[config.mk]
export PLATFORM = sky130hd
export DESIGN_NAME = param_delay_line
export DESIGN_NICKNAME = d
export VERILOG_FILES = /design/src/rtl/param_delay_line.sv
export SDC_FILE = /design/constraint.sdc
export NUM_CORES = 1
export LEC_CHECK = 0
export BUFFER_PORTS_ARGS = -buffer_cell sky130_fd_sc_hd__buf_2
export CAP_MARGIN = 20
export CORE_MARGIN = 2
export CORE_UTILIZATION = 30
export DETAILED_ROUTE_END_ITERATION = 8
export PLACE_DENSITY = 0.48
export SYNTH_ARGS = -nofsm -noshare
export SYNTH_HDL_FRONTEND = slang
export SYNTH_SLANG_ARGS = --single-unit
[constraint.sdc]
create_clock -name clk -period 5.1 [get_ports clk]
set_input_delay 0.51 -clock clk [delete_from_list [all_inputs] [get_ports clk]]
set_output_delay 0.51 -clock clk [all_outputs]
set_load 0.01 [all_outputs]
[src/rtl/param_delay_line.sv]
// Programmable-length sample delay (1..DEPTH accepted samples) built on a circular buffer.
// Optional sample counter output is enabled by defining PARAM_DELAY_LINE_COUNT_EN.
module param_delay_line #(
   parameter int WIDTH = 8,
   parameter int DEPTH = 16,
   parameter int DW    = $clog2(DEPTH + 1)
) (
   input  logic             clk,
   input  logic             rst_n,
   input  logic [WIDTH-1:0] in_data,
   input  logic             in_valid,
   input  logic [DW-1:0]    cfg_delay,
   input  logic             cfg_load,
   output logic [WIDTH-1:0] out_data,
   output logic             out_valid,
   output logic             primed,
   output logic [DW-1:0]    delay_act
`ifdef PARAM_DELAY_LINE_COUNT_EN
   ,
   output logic [15:0]      smp_count
`endif
);

   localparam int AW = (DEPTH > 1) ? $clog2(DEPTH) : 1;

   typedef enum logic [1:0] {EMPTY, FILLING, PRIMED} state_t;

   function automatic logic [DW-1:0] clamp_delay(input logic [DW-1:0] d);
      if (d == '0)
         return DW'(1);
      else if (d > DW'(DEPTH))
         return DW'(DEPTH);
      else
         return d;
   endfunction

   logic [WIDTH-1:0] mem [DEPTH];

   state_t        state, state_n;
   logic [AW-1:0] wr_ptr, wr_ptr_inc, rd_ptr;
   logic [DW-1:0] fill, fill_inc, fill_n, delay_n;
   logic [DW:0]   wp_ext, rd_ext;
   logic          valid_n;

   // Tap address (wr_ptr - D) mod DEPTH, done with an explicit wrap so
   // non-power-of-two depths stay correct.
   always_comb begin
      wp_ext = (DW+1)'(wr_ptr);
      if (wp_ext >= {1'b0, delay_act})
         rd_ext = wp_ext - {1'b0, delay_act};
      else
         rd_ext = wp_ext + (DW+1)'(DEPTH) - {1'b0, delay_act};
      rd_ptr = AW'(rd_ext);
   end

   assign wr_ptr_inc = (wr_ptr == AW'(DEPTH - 1)) ? '0 : wr_ptr + AW'(1);
   assign fill_inc   = (fill == DW'(DEPTH)) ? fill : fill + DW'(1);

   // A reload restarts the fill; a sample accepted alongside it is sample 0.
   always_comb begin
      delay_n = delay_act;
      fill_n  = fill;
      state_n = state;
      valid_n = 1'b0;
      if (cfg_load) begin
         delay_n = clamp_delay(cfg_delay);
         if (in_valid) begin
            fill_n  = DW'(1);
            state_n = (delay_n == DW'(1)) ? PRIMED : FILLING;
         end else begin
            fill_n  = '0;
            state_n = EMPTY;
         end
      end else if (in_valid) begin
         valid_n = (fill >= delay_act);
         fill_n  = fill_inc;
         state_n = (fill_inc >= delay_act) ? PRIMED : FILLING;
      end
   end

   always_ff @(posedge clk or negedge rst_n) begin
      if (!rst_n) begin
         state     <= EMPTY;
         fill      <= '0;
         wr_ptr    <= '0;
         delay_act <= DW'(DEPTH);
         out_valid <= 1'b0;
         out_data  <= '0;
      end else begin
         state     <= state_n;
         fill      <= fill_n;
         delay_act <= delay_n;
         out_valid <= valid_n;
         out_data  <= valid_n ? mem[rd_ptr] : '0;
         if (in_valid)
            wr_ptr <= wr_ptr_inc;
      end
   end

   // Storage is never reset; out_data gating hides unwritten entries.
   always_ff @(posedge clk) begin
      if (in_valid)
         mem[wr_ptr] <= in_data;
   end

   assign primed = (state == PRIMED);

`ifdef PARAM_DELAY_LINE_COUNT_EN
   always_ff @(posedge clk or negedge rst_n) begin
      if (!rst_n)
         smp_count <= '0;
      else if (cfg_load)
         smp_count <= '0;
      else if (valid_n)
         smp_count <= smp_count + 16'd1;
   end
`else
   // No sample counter in this build.
`endif

endmodule

# == Yosys cells after proc, flatten, opt, wreduce, memory -nomap -nowiden ==
# Memory sizes are Yosys's and may differ from the RTL's.
# Index checks and enable logic that the tools add are counted.
# word_totals
regBits,25
mem_bits_rw,128
input_bits,17
output_inout_bits,15
elab_cells,41
n_memories,1
# op_classes
add_sub_neg,5
order_cmp,4
eq_ne,4
mux,19
reduce_logical,2
# mem_list
name,depth,word_bits,rd,rd_ports_with_merged_regs,write_ports,line_no,rtl
mem,16,8,1,0,1,37,logic [WIDTH-1:0] mem [DEPTH];
# op_table
cell,n
5-bit 2-to-1 mux,6
5-bit >= comparator,2
2-bit 2-to-1 mux,5
4-bit by 1-bit adder with 4-bit output (second input constant),2
4-bit 2-to-1 mux,2
8-bit 2-to-1 mux,1
4-bit subtractor,2
5-bit by 1-bit adder with 5-bit output (second input constant),1
5-bit by 1-bit equality test with 1-bit output (second input constant),1
5-bit equality test (second input constant),1
4-bit by 5-bit >= comparator with 1-bit output,1
5-bit greater-than comparator (second input constant),1
5-bit zero test,1
1-bit 2-to-1 mux,5
4-bit equality test (second input constant),1
2-bit equality test (second input constant),1
2-bit nonzero test,1

# == Depth between registers and ports, before layout ==
# Gate-level depths: netlist of the first run.
# logic_depth
ltp_word,8
mapped_depth,11
ltp_nobuf,9

# == Worst setup path before layout of the first run ==
# OpenSTA, ideal clock, no wires.
# synth_timing
kind,register to register
from,register wr_ptr[0]
to,register out_data[5]
setup_time_ns,0.130
arrival_ns,2.178
slack_ns,2.793
path_stages_with_launch,11
path_buffers,3
period_less_slack_ns,2.307
path_cell_list,dfrtp_1 -> inv_1 -> ha_1 -> inv_1 -> fa_1 -> buf_4 -> buf_6 -> buf_8 -> mux2_2 -> o221ai_1 -> o22ai_1
# synth_via
elab_chain_cells,5
word_cells_on_any_way,7
classes_between,3 x add/sub; 1 x order compare; 2 x mux; 1 x memory
# synth_rtl
item,line_no,rtl
start: declaration,40,"logic [AW-1:0] wr_ptr, wr_ptr_inc, rd_ptr;"
start signal: assignment,96,wr_ptr <= wr_ptr_inc;
4-bit by 1-bit adder with 4-bit output,52,"rd_ext = wp_ext + (DW+1)'(DEPTH) - {1'b0, delay_act};"
4-bit subtractor,52,
4-bit 2-to-1 mux (*),49,"if (wp_ext >= {1'b0, delay_act})"
memory read 16 x 8 bit (*),n/a,
8-bit 2-to-1 mux (*),94,out_data <= valid_n ? mem[rd_ptr] : '0;
end signal: assignment,94,
end: declaration,14,"output logic [WIDTH-1:0] out_data,"
# Mark *: on every way between the ends. The rest lies on a longest branch, timed or not.
# A chain may end at the register's enable or synchronous reset.

# == Final worst setup path of the first run ==
# layout_timing
from,register wr_ptr[0]
to,register out_data[6]
# The elaborated chain is that of the path after synthesis.

==> results.yml, run 1 <==
timing:
  slew_violations: 0
  max_freq_mhz: 302.6
  max_slew_margin_pct: 29.44
  rsz0062_at_grt: "no"
  worst_slack_ns: 1.795
  finalSetupViolations: 0
  fin_crit_sh_pct: 64.80
  setup_tns_ns: 0
  min_period_ns: 3.305
  fin_skew_ns: 0.006907
  worstMarginPinSlew_ns: 1.058
  hold_viol_final: 0
synth:
  synth_area_mm2: 0.006510
  async_flop_share_pct: 16.34
  ys_ff_latch: 153
  netlist_instances: 401
  yosys_warnings: 0
  yosys.area.top_type_share_pct: 59.04
  syn_avg_cell_area_um2: 16.23
  synth-edff-count: 128
  synthTopCellsByArea: "edfxtp_1 (59%), dfrtp_1 (9.2%), mux2i_1 (5.2%)"
  synth_ff_type: "edfxtp_1"
  synthDistinctLibCells: 45
  synth_top_area_cell: "edfxtp_1"
  synth_nets: 438
  yosysSeqAreaShare_pct: 68.67
worst_hold_path:
  hp-class: "in -> async"
global_routing:
  gr-total-overflow: 0
  grt_pass1_vias: 3620
  grt_usage_pct: 13.63
  grt_antenna_before_repair: 0
  grt_pass1_wl_mm: 21.95
  grt_max_degree: 63
cts:
  post_cts_buffers: 0
  cts_resized: 0
  cts_max_path_buffers: 2
  cts_tree: "done"
  cts_sinks: 153
  htree_levels: 4
  path_clk_slew_ns: 0.06
  cts_root_buf: "clkbuf_16"
  worstSkewPairLatency_ns: 0.42
  numCtsBuffers: 17
  ctsHoldBuffers: 0
pwr:
  power_leakage_nw: 2.737
  power_density_mw_per_mm2: 558.9
  max-vdd-ir-drop_v: 0.0004326
  total_power_mw: 4.195
layout:
  final_nets: 473
  syn_to_final_growth_pct: 15.30
  final_common_cell: "edfxtp_1"
  final_cell_mix: "edfxtp_1 (128), mux2i_1 (34), buf_2 (31)"
  fillers: 2016
  insertedDiodeCount: 0
  drive_above_1_share_pct: 23.83
setup_path:
  worstPathArrival_ns: 3.57
  reg2reg_from: "wr_ptr[0]"
  end_kind: "flop"
  reg2reg_depth: 7
  rrSetupSlack_ns: 1.80
  cp_max_fo: 62
  startpoint_type: "flop"
  r2r_end: "out_data[6]"
  crit_required_ns: 5.36
  path_class: "reg -> reg"
route:
  ant_nets: 0
  vias: 3488
  via_per_inst: 4.818
  drt_first_pass_iters: 4
  routedWlPerCell_um: 19.80
  post-route-drc-count: 0
  drt_iter0_markers: 207
  drt-total-wl_mm: 14.33
floorplan:
  core_mm2: 0.02115
  die-height_um: 151.3
  rows: 53
  start_util_pct: 30.77
  die_x_um: 151.3
  ioPinCount: 32
  die-area_mm2: 0.02289
placement:
  io_buffers: 31
  dp_hpwl_mm: 8.835
  pre_cts_slack_ns: 1.762
  gp_congestion: 0.7219
job:
  drv_cap: 0
status:
  outcome: "finished clean"
==> routing by layer <==
layer | part of all wire (%) | global-route usage, % | up-vias
met5 | 0 | 0 | -
met2 | 47 | 21.40 | 96
li1 | - | - | 1618
met3 | 5.9 | 4.307 | 12
met4 | 0.97 | 3.785 | 0
met1 | 46 | 18.21 | 1762
==> through the flow <==
stage               hold WS (ns)  instances  instance area, um^2  util, %
global placement          0.5515        691                 6877    32.51
finish                    0.1757        724                 7506    35.48
detailed placement        0.5555        692                 6884    32.54
CTS                       0.1746        724                 7506    35.48
floorplan                 0.2144        401                 6510        -
global route              0.1898        724                 7506    35.48
==> cells in the mapped netlist, types with 3 or more instances <==
cell type / instances
nor3_1: 5
nor2_1: 20
edfxtp_1: 128
a21o_1: 4
mux2_2: 30
dfrtp_1: 24
o221ai_1: 7
a21oi_1: 3
mux2i_1: 34
buf_6: 6
xnor2_1: 8
nand2_1: 17
o22ai_1: 15
nand3_1: 4
a221o_1: 7
o21ai_0: 10
buf_4: 3
ha_1: 19
clkbuf_1: 4
inv_1: 10
nand2b_1: 5
a22oi_1: 8
==> flip-flops by register name, summed over array words and instances (netlist names) <==
signal     count
delay_act      5
wr_ptr         4
fill           5
out_valid      1
out_data       8
mem          128
state          2
==> power breakdown <==
group | switching [mW] | leakage, nW | internal, mW
logic | 0.758 | 0.953 | 0.563
registers | 0.0687 | 1.48 | 1.49
clock network | 0.517 | 0.302 | 0.797
==> critical path, stage by stage, from the launching register on <==
cell and delay [ns]:
dfrtp_1 0.44, inv_1 0.13, ha_1 0.15, inv_1 0.06
fa_4 1.47, mux4_2 0.60, mux2i_1 0.18, o32ai_1 0.10
==> cell type report <==
cell class | instances | area [um^2] | share of cell area [%]
inverter | 10 | 37.54 | 0.5001
timing repair buffer | 34 | 177.7 | 2.367
clock inverter | 13 | 178.9 | 2.384
clock buffer | 19 | 442.9 | 5.901
sequential | 153 | 4471 | 59.56
tap | 275 | 344.1 | 4.584
multi-input combinational | 220 | 1854 | 24.70
==> cells by family after synthesis <==
kind of cell / count (synthesis) / synth area share [%]
xor+xnor: 11 / 1.768
fa+ha+maj: 20 / 3.959
buf+inv: 28 / 3.114
compound gates: 63 / 6.862
flops: 153 / 68.67
simple gates: 60 / 4.517
mux: 66 / 11.11
==> how the worst max path moves through the flow <==
stage              start           to  depth (start not counted)
2_1_floorplan  wr_ptr[0]  out_data[5]                         10
3_3_place_gp   wr_ptr[0]  out_data[2]                          8
3_5_place_dp   wr_ptr[0]  out_data[6]                          7
4_1_cts        wr_ptr[0]  out_data[6]                          7
5_1_grt        wr_ptr[0]  out_data[6]                          7
6_report       wr_ptr[0]  out_data[6]                          7
(Power assumes the default switching activity.)
==> inputs of run 2 (changes only) <==
==> constraint.sdc (replaced) <==
create_clock -name clk -period 3.15 [get_ports clk]
set_input_delay 0.315 -clock clk [delete_from_list [all_inputs] [get_ports clk]]
set_output_delay 0.315 -clock clk [all_outputs]
set_load 0.01 [all_outputs]
==> run 2 against run 1 <==
Power rose by 61%. Combinational power rose by 68%. Final cell count rose by 2.6%. Critical path depth is 1 higher. Sequential share of layout area down 0.90 points. Fmax increased by 12%. Via count is 1.7% higher. Sequential power increased by 62%. Die area is the same. Critical path type unchanged. Critical endpoint is now out_data[7].
==> results.yml, run 2 (synthesis results as in run 1) <==
pwr:
  swShare_pct: 32.09
  power_frac_seq_pct: 37.2
  p_sw_mw: 2.172
  power_leakage_nw: 2.816
  pwr-share-comb_pct: 32.8
  p_clk_share_pct: 30.0
  power_density_mw_per_mm2: 888.1
  p_int_mw: 4.596
  max-vdd-ir-drop_v: 0.0004240
cts:
  htree_levels: 4
  cts_tree: "done"
  numCtsBuffers: 17
  worstSkewPairLatency_ns: 0.41
  cts_sinks: 153
  post_cts_buffers: 0
  cts_root_buf: "clkbuf_16"
  path_clk_slew_ns: 0.06
  cts_max_path_buffers: 2
floorplan:
  die-area_mm2: 0.02289
  ioPinCount: 32
  core_mm2: 0.02115
  start_util_pct: 30.77
  rows: 53
  die_x_um: 151.3
  die-height_um: 151.3
route:
  drt_iter0_markers: 196
  post-route-drc-count: 0
  ant_nets: 0
  drt-total-wl_mm: 14.18
  maxUsedRoutingLayer: "met4"
  vias: 3548
  routedWlPerCell_um: 19.08
  wl_met2_mm: 6.736
  drt_first_pass_iters: 4
  via_per_inst: 4.775
  met3_length_um: 454
  drt-met1-wl_mm: 6.856
placement:
  place_area_mm2: 0.007022
  gp_congestion: 0.7478
  dpl.cell_count: 710
  io_buffers: 31
  dp_hpwl_mm: 9.258
  pre_cts_slack_ns: 0.1529
timing:
  finalSetupViolations: 0
  worstMarginPinSlew_ns: 0.9473
  slew_violations: 0
  hold_viol_final: 0
  whs_ns: 0.1185
  worst_slack_ns: 0.1929
  fin_skew_ns: 0.01078
  max_slew_margin_pct: 36.61
  rsz0062_at_grt: "no"
  fin_crit_sh_pct: 93.88
  setup_tns_ns: 0
  max_freq_mhz: 338.2
  min_period_ns: 2.957
layout:
  final_common_cell: "edfxtp_1"
  final_cell_mix: "edfxtp_1 (128), mux2i_1 (34), buf_2 (31)"
  syn_to_final_growth_pct: 17.07
  post-route-cell-area_mm2: 0.007621
  insertedDiodeCount: 0
  largest_reg_flops: 128
  top_register: "mem"
  final_nets: 492
  drive_above_1_share_pct: 26.07
  top_regs: "mem (128), out_data (8)"
  finalNonFillerCells: 743
worst_hold_path:
  hold_path.startpoint: "cfg_delay[4]"
  hp-class: "in -> reg"
  holdPathEnd: "delay_act[0]"
  hold-path-cell-count: 2
setup_path:
  cp-startpoint: "wr_ptr[0]"
  cp_max_fo: 17
  reg2reg_from: "wr_ptr[0]"
  startpoint_type: "flop"
  end_kind: "flop"
  r2r_end: "out_data[7]"
  path_class: "reg -> reg"
  reg2reg_depth: 8
  crit_required_ns: 3.42
  worstPathArrival_ns: 3.22
  rrSetupSlack_ns: 0.19
global_routing:
  grt_pass1_vias: 3661
  grt_max_degree: 26
  grt_usage_pct: 13.36
  gr-total-overflow: 0
  grt_antenna_before_repair: 0
  grt_pass1_wl_mm: 21.94
job:
  drv_cap: 0
status:
  outcome: "finished clean"
run 2: layer usage:
layer,GRT usage (%),vias to the layer above
met4,3.364,0
met5,0,-
met1,18.28,1818
li1,-,1664
met2,21.24,61
met3,3.434,5
run 2: final cells by class:
class                      count  area (um^2)
fill                        2020        13530
multi-input combinational    220         1844
inverter                      10        37.54
sequential                   153         4471
tap                          275        344.1
timing repair buffer          53        335.3
clock buffer                  19        432.9
clock inverter                13        156.4
run 2: worst max-delay path, cell delays in order (launching register included):
cell and delay, ns:
dfrtp_1 0.44, inv_1 0.13, ha_1 0.16, inv_1 0.06
fa_4 0.97, buf_4 0.29, mux2_2 0.35, o221ai_1 0.26
o22ai_1 0.13
run 2: worst max path at each step:
stage                        to  slack (ns)  depth (start not counted)
floorplan           out_data[5]        0.84                         10
global placement    out_data[7]        0.21                          8
detailed placement  out_data[7]        0.15                          8
CTS                 out_data[7]        0.17                          8
global route        out_data[7]        0.05                          8
finish              out_data[7]        0.19                          8
run 2: what timing repair did:
action / in CTS / in global routing
endpoints found under the hold margin: 24 / 0
resized for setup: 0 / 0
hold buffers: 1 / 0
run 2: power groups by stage:
stage	registers (mW)	clock network [mW]	logic [mW]
finish	2.52	2.03	2.22
global route	2.54	2.17	2.40
CTS	2.52	2.08	2.26
detailed placement	2.56	0	2.26
global placement	2.56	0	2.24
floorplan	2.53	0	1.77
run 2: metrics by stage:
step                utilization (%)  power, mW
finish                        36.03      6.768
global placement              33.19      4.793
floorplan                         -      4.294
detailed placement            33.19      4.820
global route                  36.03      7.114
CTS                           36.03      6.859
==> inputs of run 3 (changes only) <==
--- a/config.mk
+++ b/config.mk
@@ -5,6 +5,7 @@
 export SDC_FILE = /design/constraint.sdc
 export NUM_CORES = 1
 export LEC_CHECK = 0
+export ABC_AREA = 1
 export BUFFER_PORTS_ARGS = -buffer_cell sky130_fd_sc_hd__buf_2
 export CAP_MARGIN = 20
 export CORE_MARGIN = 2
==> run 3 against run 2 <==
Critical path depth rose by 3. Worst hold slack improved by 0.013 ns. Clock skew shrank 0.0046 ns. Sequential share of layout area shrank 1.4 points. Register-to-register slack better by 0.44 ns. Clock power rose by 2%. Sequential power fell by 2%. Wire length up 20%. Synthesized cell count up 62%. Design area up 2.5%. Die area is 4.2% higher. Worst setup slack improved by 0.44 ns. Largest power group unchanged.
==> results.yml, run 3 <==
synth:
  yosys-top-cells-count: "nand2_1 (261), edfxtp_1 (128), nand3_1 (72)"
  synthDistinctLibCells: 26
  synth_top_family_by_area: "simple AND/OR/NAND/NOR gates"
  syn_avg_cell_area_um2: 10.46
  yosysSeqAreaShare_pct: 65.86
  synth_ff_type: "edfxtp_1"
  synth_compound_area_share_pct: 1.696
  netlist_instances: 649
  synth_fa_ha_area_share_pct: 3.797
  yosys-mux-area-fraction_pct: 0
  synth-edff-count: 128
  synth_top_area_cell: "edfxtp_1"
  synthSimpleGateAreaFrac_pct: 23.28
  synthTopCellsByArea: "edfxtp_1 (57%), nand2_1 (14%), dfrtp_1 (8.8%)"
  yosysMostFrequentCell: "nand2_1"
  synth-xor-area-share_pct: 0.9217
  async_flop_share_pct: 16.34
  ys_ff_latch: 153
  yosys_warnings: 0
  yosys.area.top_type_share_pct: 56.63
  synth_area_mm2: 0.006788
  synth_nets: 686
timing:
  setup_tns_ns: 0
  max_slew_margin_pct: 34.01
  worstMarginPinSlew_ns: 0.9862
  rsz0062_at_grt: "no"
  fin_crit_sh_pct: 80.01
  max_freq_mhz: 396.8
  worst_slack_ns: 0.6296
  min_period_ns: 2.520
  finalSetupViolations: 0
  slew_violations: 0
  fin_skew_ns: 0.006229
  hold_viol_final: 0
pwr:
  power_leakage_nw: 3.259
  power_frac_seq_pct: 35.8
  p_int_mw: 4.309
  power_density_mw_per_mm2: 881.6
  p_sw_mw: 2.580
  p_clk_share_pct: 30.2
  total_power_mw: 6.889
  max-vdd-ir-drop_v: 0.0004361
  swShare_pct: 37.45
  pwr-share-comb_pct: 34.0
cts:
  cts_resized: 0
  path_clk_slew_ns: 0.06
  cts_max_path_buffers: 2
  cts_tree: "done"
  worstSkewPairLatency_ns: 0.43
  htree_levels: 4
  cts_root_buf: "clkbuf_16"
  cts_sinks: 153
  numCtsBuffers: 17
setup_path:
  r2r_end: "out_data[0]"
  end_kind: "flop"
  max_stage_delay_ns: 0.55
  cp_max_fo: 17
  worstPathCellList: "inv_1 > ha_2 > inv_1 > fa_1 > xnor2_4 > inv_4 > nand2_2 > nand2_1 > nand2_1 > nand2_1 > nor2_1"
  startpoint_type: "flop"
  crit_path_frequent_cell: "nand2_1"
  path_delay_family: "adder cells"
  worstPathArrival_ns: 2.88
  endpoint: "out_data[0]"
  path_class: "reg -> reg"
  cp.depth: 11
  reg2reg_depth: 11
  crit_required_ns: 3.51
  critPathSlowestCell: "xnor2_4"
  rrSetupSlack_ns: 0.63
  reg2reg_from: "wr_ptr[0]"
  cp-startpoint: "wr_ptr[0]"
  cp_num_buf_inv: 3
status:
  outcome: "finished clean"
placement:
  place_area_mm2: 0.007203
  gp_congestion: 0.8482
  pre_cts_slack_ns: 0.6369
  io_buffers: 31
  dp_hpwl_mm: 11.18
global_routing:
  grt_pass1_wl_mm: 26.50
  grt_pass1_vias: 4516
  grt_usage_pct: 15.07
  grt_max_degree: 65
  gr-total-overflow: 0
  grt_antenna_before_repair: 0
floorplan:
  start_util_pct: 30.26
  rows: 55
  die-height_um: 154.4
  ioPinCount: 32
  die-area_mm2: 0.02385
  core_mm2: 0.02243
  die_x_um: 154.4
worst_hold_path:
  hp-class: "in -> reg"
route:
  drt_first_pass_iters: 5
  vias: 4598
  routedWlPerCell_um: 17.32
  via_per_inst: 4.697
  ant_nets: 0
  drt-total-wl_mm: 16.96
  post-route-drc-count: 0
  drt_iter0_markers: 421
layout:
  multiInputGateArea_mm2: 0.002018
  final_nets: 718
  fillers: 2272
  largest_reg_flops: 128
  final_cell_mix: "nand2_1 (261), edfxtp_1 (128), nand3_1 (72)"
  top_regs: "mem (128), out_data (8)"
  insertedDiodeCount: 0
  syn_to_final_growth_pct: 15.12
  ff_latch_area_mm2: 0.004471
  post-route-cell-area_mm2: 0.007814
  final_common_cell: "nand2_1"
  drive_above_1_share_pct: 11.96
  top_register: "mem"
job:
  drv_cap: 0
## run 3: changes by cell type in the layout (fill, tap and decap cells not counted), moves of 15 or more
cell     before  now
mux2i_1      34    0
nand2_1      17  261
nor2_1       20   35
buf_4        20    5
inv_1        10   36
nand3_1       4   72
mux2_2       30    0
## run 3: routing by layer
layer | global-route usage (%) | share of wire, % | up-vias
met5 | 0 | 0 | -
met4 | 6.085 | 2.0 | 0
met3 | 3.222 | 4.8 | 24
met2 | 22.36 | 44 | 129
met1 | 21.50 | 49 | 2219
li1 | - | - | 2226
## run 3: layout make-up
| cell class | count | share of cell area, % |
|---|---|---|
| timing repair buffer | 38 | 2.850 |
| inverter | 38 | 1.857 |
| tap | 285 | 4.564 |
| clock inverter | 15 | 2.242 |
| sequential | 153 | 57.21 |
| clock buffer | 17 | 5.444 |
| multi-input combinational | 433 | 25.83 |
## run 3: cell families after synthesis
| logic type | Yosys count |
|---|---|
| adder cells (fa/ha/maj) | 20 |
| AND/OR/NAND/NOR | 386 |
| buffers and inverters | 63 |
| XOR/XNOR | 5 |
| flip-flops | 153 |
| AO/OA/AOI/OAI | 22 |
## run 3: how the worst min path moves through the flow
stage	start	cells after the start	endpoint	slack, ns
2_1_floorplan	rst_n	0	delay_act[0]	0.02
3_3_place_gp	rst_n	1	out_valid	0.35
3_5_place_dp	rst_n	1	out_valid	0.35
4_1_cts	cfg_delay[0]	3	delay_act[0]	0.11
5_1_grt	cfg_delay[0]	3	delay_act[0]	0.12
6_report	cfg_delay[0]	3	delay_act[0]	0.13
## run 3: power groups by stage
stage	clock network [mW]	logic, mW	registers, mW
6_report	2.08	2.34	2.47
2_1_floorplan	0	1.74	2.48
5_1_grt	2.21	2.66	2.48
4_1_cts	2.11	2.37	2.47
3_5_place_dp	0	2.36	2.51
3_3_place_gp	0	2.36	2.51
## run 3: what timing repair did
item	CTS	global route
hold buffers	1	0
endpoints found under the hold margin	24	0
buffers inserted	0	0
## run 3: worst min-delay path: cells and delay by family
kind | cells | cell delay [ns]
simple gates | 2 | 0.12
buf+inv | 1 | 0.09
## run 3: through the flow
| stage | instances | hold WS, ns | utilization (%) |
|---|---|---|---|
| CTS | 979 | 0.1115 | 34.83 |
| global route | 979 | 0.1197 | 34.83 |
| detailed placement | 946 | 0.3537 | 32.11 |
| floorplan | 649 | 0.01941 | - |
| global placement | 946 | 0.3501 | 32.11 |
| finish | 979 | 0.1315 | 34.83 |
